--- src/rtl/player_control.sv ---
// player_control
//   Game-side consumer of the keyboard decoder's level outputs. Runs the
//   RUN / PAUSED / OVER state machine, divides inclock into a movement tick,
//   integrates left/right key levels into a clamped player position and
//   issues rate-limited fire pulses.
//
// Ports
//   inclock        system clock
//   resetn         asynchronous active-low reset
//   move_left      level, A key held
//   move_right     level, D key held
//   fire           level, Space held
//   pause          level, ESC held
//   game_over      level from collision logic, player destroyed
//   player_x       current player position (X_W bits)
//   fire_pulse     one-cycle shot request
//   restart_pulse  one-cycle request to clear the playfield
//   paused         high in PAUSED
//   over           high in OVER
//   tick           one-cycle strobe per movement tick (RUN only)
//   shot_count     shots fired since reset or restart, wraps at 256
module player_control #(
  parameter int TICK_DIV = 250000,
  parameter int X_W      = 10,
  parameter int X_MIN    = 0,
  parameter int X_MAX    = 608,
  parameter int X_INIT   = 304,
  parameter int STEP     = 2,
  parameter int FIRE_CD  = 25
) (
  input  logic           inclock,
  input  logic           resetn,
  input  logic           move_left,
  input  logic           move_right,
  input  logic           fire,
  input  logic           pause,
  input  logic           game_over,
  output logic [X_W-1:0] player_x,
  output logic           fire_pulse,
  output logic           restart_pulse,
  output logic           paused,
  output logic           over,
  output logic           tick,
  output logic [7:0]     shot_count
);

  localparam int TW = $clog2(TICK_DIV);
  localparam int CW = (FIRE_CD > 0) ? $clog2(FIRE_CD + 1) : 1;

  typedef enum logic [1:0] {RUN, PAUSED, OVER} state_t;

  state_t          state, next_state;
  logic            pause_d, fire_d;
  logic            pause_edge, fire_edge;
  logic [TW-1:0]   tcnt, tcnt_next;
  logic [CW-1:0]   cd;
  logic            terminal, restart, tick_event, shoot;
  logic [X_W-1:0]  x_next;

  // The edge-detect registers reset to 1 so a key held through reset
  // is not seen as a fresh press.
  assign pause_edge = pause & ~pause_d;
  assign fire_edge  = fire & ~fire_d;

  always_ff @(posedge inclock or negedge resetn) begin
    if (!resetn) begin
      state <= RUN;
    end else begin
      state <= next_state;
    end
  end

  // game_over outranks a simultaneous pause press; pause presses are
  // ignored once the game is over.
  always_comb begin
    next_state = state;
    if (game_over && state != OVER) begin
      next_state = OVER;
    end else if (pause_edge && state == RUN) begin
      next_state = PAUSED;
    end else if (pause_edge && state == PAUSED) begin
      next_state = RUN;
    end else if (fire_edge && state == OVER) begin
      next_state = RUN;
    end
  end

  assign restart  = (state == OVER) && (next_state == RUN);
  assign terminal = (tcnt == TW'(TICK_DIV - 1));
  // A terminal count that coincides with a state change is swallowed.
  assign tick_event = (state == RUN) && terminal && (next_state == state);
  // The cooldown is tested before this tick's decrement, giving an
  // auto-fire period of FIRE_CD + 1 ticks.
  assign shoot = tick_event && fire && (cd == '0);

  always_comb begin
    tcnt_next = tcnt;
    if (restart) begin
      tcnt_next = '0;
    end else if (state == RUN) begin
      tcnt_next = terminal ? '0 : tcnt + TW'(1);
    end
  end

  // Clamp comparisons happen before the add/subtract so the unsigned
  // position never wraps.
  always_comb begin
    x_next = player_x;
    if (move_left && !move_right) begin
      if (int'(player_x) < X_MIN + STEP) begin
        x_next = X_W'(X_MIN);
      end else begin
        x_next = player_x - X_W'(STEP);
      end
    end else if (move_right && !move_left) begin
      if (int'(player_x) > X_MAX - STEP) begin
        x_next = X_W'(X_MAX);
      end else begin
        x_next = player_x + X_W'(STEP);
      end
    end
  end

  always_ff @(posedge inclock or negedge resetn) begin
    if (!resetn) begin
      pause_d       <= 1'b1;
      fire_d        <= 1'b1;
      tcnt          <= '0;
      cd            <= '0;
      player_x      <= X_W'(X_INIT);
      shot_count    <= 8'd0;
      tick          <= 1'b0;
      fire_pulse    <= 1'b0;
      restart_pulse <= 1'b0;
    end else begin
      pause_d       <= pause;
      fire_d        <= fire;
      tcnt          <= tcnt_next;
      tick          <= tick_event;
      fire_pulse    <= shoot;
      restart_pulse <= restart;
      if (restart) begin
        player_x   <= X_W'(X_INIT);
        cd         <= '0;
        shot_count <= 8'd0;
      end else if (tick_event) begin
        player_x <= x_next;
        if (shoot) begin
          cd         <= CW'(FIRE_CD);
          shot_count <= shot_count + 8'd1;
        end else if (cd != '0) begin
          cd <= cd - CW'(1);
        end
      end
    end
  end

  assign paused = (state == PAUSED);
  assign over   = (state == OVER);

endmodule

--- config.mk ---
export PLATFORM = sky130hd
export DESIGN_NAME = player_control
export DESIGN_NICKNAME = d
export VERILOG_FILES = /design/src/rtl/player_control.sv
export SDC_FILE = /design/constraint.sdc
export NUM_CORES = 1
export LEC_CHECK = 0
export ABC_AREA = 1
export BUFFER_PORTS_ARGS = -buffer_cell sky130_fd_sc_hd__buf_2
export CORE_UTILIZATION = 50
export CTS_CLUSTER_DIAMETER = 40
export DETAILED_ROUTE_END_ITERATION = 8
export HOLD_SLACK_MARGIN = 0.02
export PLACE_DENSITY = 0.8
export SYNTH_ARGS = -nofsm -noshare
export SYNTH_HDL_FRONTEND = slang
export SYNTH_SLANG_ARGS = --single-unit
export TNS_END_PERCENT = 10
--- constraint.sdc ---
create_clock -name inclock -period 1.9 [get_ports inclock]
set_clock_uncertainty 0.2 [all_clocks]
set_input_delay 0.19 -clock inclock [delete_from_list [all_inputs] [get_ports inclock]]
set_output_delay 0.19 -clock inclock [all_outputs]
set_load 0.005 [all_outputs]
==> metrics.txt, run 1 <==
status=complete, no violations; clock root buffer=clkbuf_8; Clock Latency Late Sink=310 ps; pin count of the biggest net entering global routing=48; number of flops mapped to enable cells by yosys=0; worst hold path type=primary input to flip-flop; DRC=0; number of global-route vias before repair=2751; fraction of layout cells with a size suffix above 1=18.09%; Sw Pwr=1.037 mW; peak supply drop=0.5377 mV; worst reg2reg endpoint=player_x[1]; Post-Syn Area=0.003147 mm²; Critical Path Fanout Max=4; Sequential Power Share=42.3%; MaxCap Viol Count=0; syn avg cell area=6.796 µm²; boundary pin count=30; global-route wire length before repair=11830 µm; top cells by area, synth=dfrtp_1 (33%), nand2_1 (16%), nand3_1 (9.7%), inv_1 (7.4%), nor2_1 (6.4%); Via density=5.329; hold path start=move_right; TritonRoute pass-1 iters=5; synthesis warning total=0; WP buf/inv=1; fraction of registers with async set/reset=100.0%; FF/Latch Area=0.001184 mm²; n_diodes=0; Final Hold Viols=0; WL met3=325 µm; DR WL/cell=12.47 µm; M1 wire length=3408 µm; Setup CP Type=flip-flop to flip-flop; r2r setup slk=80 ps; num rows=28; core area=0.005991 mm²; Comb power frac=31.0%; Area Overhead vs Synth=17.73%; Routed WL=7343 µm; fin crit period=1824 ps; global route total overflow=0; RSZ-0062 raised after global routing=yes; CP peak stage delay=420 ps; crit path DAT=1880 ps; Synth top area share=33.40%; post-synthesis sequential area ratio=37.57%; DR iter-0 viols=164; Final Max Slew Viols=0; Yosys top cell by area=dfrtp_1; Initial Util=52.53%; Die Span X=81.33 µm; final worst path period share=96.02%; top sig layer=met4; Synth Net Count=475; leakage=2.004 nW; worst r2r path cells=9; Fill cells=523; initial antenna violation count=0; critical path's slowest cell=dfrtp_1; Int Pwr=1.858 mW; number of port buffers=28; Cell Pwr Density=781.4 mW/mm²; gr usage total=23.04%; Syn Inst Count=463; most used cell along the critical path=nand2_1; GPL Wtd Cong=0.8725; worst-case hold path end point=player_x[2]; CTS Buf Count=5; WL met2=3507 µm; TritonCTS clock tree=built; switch share=35.82%; post-route ant nets=0; crit-path cells=inv_1, nand2_1, nor2_1, nand2_1, nor2_1, nand4_1, nor2_1, nand2_1, nand2_1; type of origin of the critical path=flip-flop; Post-synth top cells=nand2_1 (132), inv_1 (62), nand3_1 (61), nor2_1 (54), dfrtp_1 (42); vias=3139; top-count cell post-synth=nand2_1; Final nets=525; Hold Path Stages=5; Synth Flop Type=dfrtp_1; R2R Path Start=tcnt[13]; crit path capture type=flip-flop; Util after Layout=61.84%; multi-input logic area=0.001699 mm²; Die Y=81.33 µm; clk sinks=47; Req. time, crit path=1950 ps; post-synthesis register bit count=47; clk buf depth=2; Max Freq=0.5481 GHz; CP delay by family, top=simple AND/OR/NAND/NOR gates; Post-DP HPWL=5202 µm; die area=0.006615 mm²; htree depth=2; Synth cell types=33; Clock transition at path regs=90 ps; Final setup viols=0; WHS=104.5 ps; Tot Pwr=2.895 mW; clock share of power=26.7%
through the flow:
stage                     worst slack, ps  cells  TNS (ps)  area (µm²)
after CTS                           16.09    584         0        3618
after global placement              137.0    572         0        3461
after detailed placement            49.91    572         0        3461
after floorplan                     181.0    463         0        3147
after global routing               -41.66    589    -119.0        3705
final                               75.59    589         0        3705
tightest hold or removal path, delay by kind of cell:
family / cells / cell delay (ps)
AND/OR/NAND/NOR: 3 / 170
buffers and inverters: 1 / 110
XOR/XNOR: 1 / 120
worst max path at each step:
stage           startpoint       endpoint  slack, ps  cells past startpoint
2_1_floorplan        cd[0]  shot_count[2]        180                      9
3_3_place_gp       tcnt[0]  shot_count[6]        140                      8
3_5_place_dp       tcnt[1]  shot_count[2]         50                      8
4_1_cts            tcnt[0]  shot_count[2]         20                      8
5_1_grt        player_x[5]    player_x[1]        -40                      9
6_report          tcnt[13]    player_x[1]         80                      9
cells by family (layout without fill, tap and decap cells):
family / count (synthesis) / after routing / share of synthesized area (%)
flip-flops: 47 / 47 / 37.57
adder cells (fa/ha/maj): 5 / 5 / 1.988
other: 1 / 1 / 0.1192
XOR/XNOR: 12 / 12 / 3.340
AND/OR/NAND/NOR: 297 / 297 / 42.74
buffers and inverters: 75 / 126 / 9.781
AO/OA/AOI/OAI: 26 / 26 / 4.453
cell usage in the layout (no fill, tap or decap), types with 3 or more instances in the layout:
| master | Yosys | routed |
|---|---|---|
| nand2_1 | 132 | 131 |
| nand3_1 | 61 | 61 |
| inv_1 | 62 | 58 |
| nor2_1 | 54 | 50 |
| dfrtp_1 | 42 | 41 |
| buf_2 | 4 | 29 |
| nand4_1 | 21 | 21 |
| buf_4 | 3 | 15 |
| nor3_1 | 10 | 10 |
| xor2_1 | 10 | 10 |
| o21ai_0 | 9 | 9 |
| a21oi_1 | 8 | 8 |
| nor2_2 | 7 | 8 |
| inv_2 | 2 | 6 |
| clkbuf_8 | 0 | 6 |
| nor2_4 | 2 | 5 |
| o21ai_1 | 5 | 5 |
| dfstp_2 | 5 | 5 |
| ha_1 | 5 | 4 |
| dlygate4sd3_1 | 0 | 4 |
| clkinv_2 | 2 | 3 |
| nand2_2 | 3 | 3 |
sequential cells by signal, summed over array words and instances, names as in the netlist:
| register | count |
|---|---|
| tick | 1 |
| state | 2 |
| tcnt | 18 |
| player_x | 9 |
| pause_d | 1 |
| fire_pulse | 1 |
| restart_pulse | 1 |
| fire_d | 1 |
| shot_count | 8 |
| cd | 5 |
layer usage:
metal	vias up	global-route usage, %
met5	-	0
met2	96	38.92
met1	1452	29.92
met3	9	3.820
li1	1582	-
met4	0	7.143
power groups by stage:
| stage | Sequential (mW) | Clock (mW) | Combinational, mW |
|---|---|---|---|
| after floorplan | 1.22 | 0 | 0.597 |
| after global placement | 1.23 | 0 | 0.820 |
| after detailed placement | 1.23 | 0 | 0.839 |
| after CTS | 1.21 | 0.787 | 0.851 |
| after global routing | 1.24 | 0.825 | 1.01 |
| final | 1.22 | 0.772 | 0.898 |
area by class of cell:
| class | count | share of cell area [%] |
|---|---|---|
| clock buffers | 6 | 2.229 |
| clock inverters | 2 | 0.9456 |
| inverters | 66 | 6.754 |
| multi-input cells | 341 | 45.86 |
| flip-flops and latches | 47 | 31.95 |
| well taps | 75 | 2.533 |
| repair buffers | 52 | 9.726 |
repair_timing:
action | 4_1_cts | 5_1_grt
endpoints found under the hold margin | 51 | 0
resized for setup | 0 | 18
hold buffers | 4 | 0
buffers inserted | 0 | 4
endpoints found under the setup margin | 0 | 35
No activity file was read; power rests on OpenSTA's default activity.
==> inputs of run 2 (changes only) <==
Settings changed: GPL_TIMING_DRIVEN set to 0.
==> metrics.txt, run 2 (synthesized netlist as in run 1, its figures left out) <==
status=complete, no violations; pin count of the biggest net entering global routing=48; Via density=5.499; CP peak stage delay=420 ps; Sequential Power Share=41.5%; Final Max Slew Viols=0; clock share of power=28.8%; largest registers=tcnt x18, player_x x9, shot_count x8; die area=0.006615 mm²; stages on the worst setup path=7; Area Overhead vs Synth=22.31%; Max Freq=0.5349 GHz; clk buf depth=2; Final setup viols=0; global route total overflow=0; dpl cells=566; crit-path cells=buf_4, nor2_1, nand3_1, nor2_1, nand2_2, o21ai_4, nor3_1; Cell Pwr Density=776.6 mW/mm²; Die Y=81.33 µm; Clock Latency Late Sink=300 ps; Clock transition at path regs=90 ps; num rows=28; crit path capture type=flip-flop; worst reg2reg endpoint=tcnt[2]; end of the critical path=tcnt[2]; clk sinks=47; Finished Layout Cells=599; Initial Util=52.53%; fraction of layout cells with a size suffix above 1=21.76%; worst r2r path cells=7; switch share=34.81%; gr usage total=23.36%; worst hold path type=primary input to flip-flop; type of origin of the critical path=flip-flop; crit path from=tcnt[11]; fin crit period=1869 ps; global-route wire length before repair=12080 µm; Post-DP Area=0.003381 mm²; WP buf/inv=1; vias=3294; r2r setup slk=30 ps; peak supply drop=0.9840 mV; final worst path period share=98.39%; R2R Path Start=tcnt[11]; n_diodes=0; core area=0.005991 mm²; slew margin rel.=30.77%; DR iter-0 viols=283; Worst-Margin Slew=1038 ps; DR WL/cell=13.34 µm; initial antenna violation count=0; hold path start=game_over; most used cell along the critical path=nor2_1; clock root buffer=clkbuf_8; Post-DP HPWL=5255 µm; TritonRoute pass-1 iters=5; GPL Wtd Cong=0.9284; Critical Path Fanout Max=5; commonest non-fill, non-tap cells in the layout=nand2_1 (127), nand3_1 (59), inv_1 (55), nor2_1 (46), dfrtp_1 (42); leakage=2.048 nW; boundary pin count=30; TritonCTS clock tree=built; Int Pwr=1.948 mW; CP delay by family, top=simple AND/OR/NAND/NOR gates; CTS Buf Count=5; Setup CP Type=flip-flop to flip-flop; Req. time, crit path=1880 ps; most common cell after layout, fill and taps aside=nand2_1; Sw Pwr=1.041 mW; Reg with most FFs=tcnt; DRC=0; Routed WL=7991 µm; Comb power frac=29.7%; WHS=30.64 ps; post-route ant nets=0; htree depth=2; crit path DAT=1840 ps; Fill cells=487; Finished Cell Area=0.003849 mm²; MaxCap Viol Count=0; Final nets=535; critical path's slowest cell=dfrtp_1; Final Hold Viols=0; number of port buffers=28; Die Span X=81.33 µm; number of global-route vias before repair=2802; max reg flops=18
[run 2: cell types whose count changed in the layout (fill, tap and decap cells not counted), moves of 2 or more]
cell,change
nand2_2,+5
nand2_1,-4
buf_4,+5
o21ai_4,+2
nand3_4,+2
clkbuf_1,+2
nor2_1,-4
nand3_1,-2
inv_1,-3
buf_2,+3
buf_12,-2
inv_2,+2
nor2_4,+4
[run 2: final cells by class]
type                    count  area, µm²  area share [%]
clock inverters             2      60.06           1.560
clock buffers               6      72.57           1.886
multi-input cells         343       1805           46.91
plain buffers               9      57.56           1.495
well taps                  75      93.84           2.438
repair buffers             51      324.1           8.420
flip-flops and latches     47       1182           30.72
inverters                  66      252.7           6.567
[run 2: per-layer routing]
| layer | global-route usage (%) | share of wire (%) | vias up |
|---|---|---|---|
| met2 | 38.92 | 49 | 137 |
| met4 | 5.357 | 1.2 | 0 |
| met1 | 31.64 | 43 | 1537 |
| met3 | 3.708 | 6.6 | 13 |
| met5 | 0 | 0 | - |
| li1 | - | - | 1607 |
[run 2: how the worst min path moves through the flow]
stage | endpoint | slack, ps | cells after the start
after floorplan | cd[0] | -310 | 0
after global placement | fire_d | 110 | 1
after detailed placement | fire_d | 110 | 1
after CTS | state[0] | 20 | 4
after global routing | state[0] | 70 | 4
final | state[0] | 30 | 4
[run 2: worst register-to-register path: cells and delay by family, from the launching register on]
| kind | cells | cell delay [ps] |
|---|---|---|
| compound gates | 1 | 270 |
| buf+inv | 1 | 150 |
| flops | 1 | 420 |
| simple gates | 5 | 700 |
[run 2: repair_timing]
| action | 4_1_cts | 5_1_grt |
|---|---|---|
| pin swaps | 0 | 18 |
| gates resized for setup | 4 | 35 |
| setup endpoints to repair | 13 | 31 |
| cloned | 0 | 2 |
| buffers inserted | 0 | 19 |
| hold buffers | 4 | 0 |
| endpoints found under the hold margin | 45 | 0 |
[run 2: through the flow]
stage	power, mW	setup TNS, ps	utilization, %	worst slack (ps)
after floorplan	1.818	0	-	181.0
after global placement	2.032	-82.21	56.43	-17.32
after detailed placement	2.058	-703.7	56.43	-83.38
after CTS	2.925	0	59.61	28.85
after global routing	3.182	-685.4	64.24	-76.26
final	2.989	0	64.24	30.56
[run 2: power by group through the flow]
stage               Clock, mW  Sequential [mW]  Combinational, mW
finish                  0.860             1.24              0.888
global route            0.909             1.26               1.02
CTS                     0.871             1.23              0.828
detailed placement          0             1.25              0.812
global placement            0             1.24              0.793
floorplan                   0             1.22              0.597
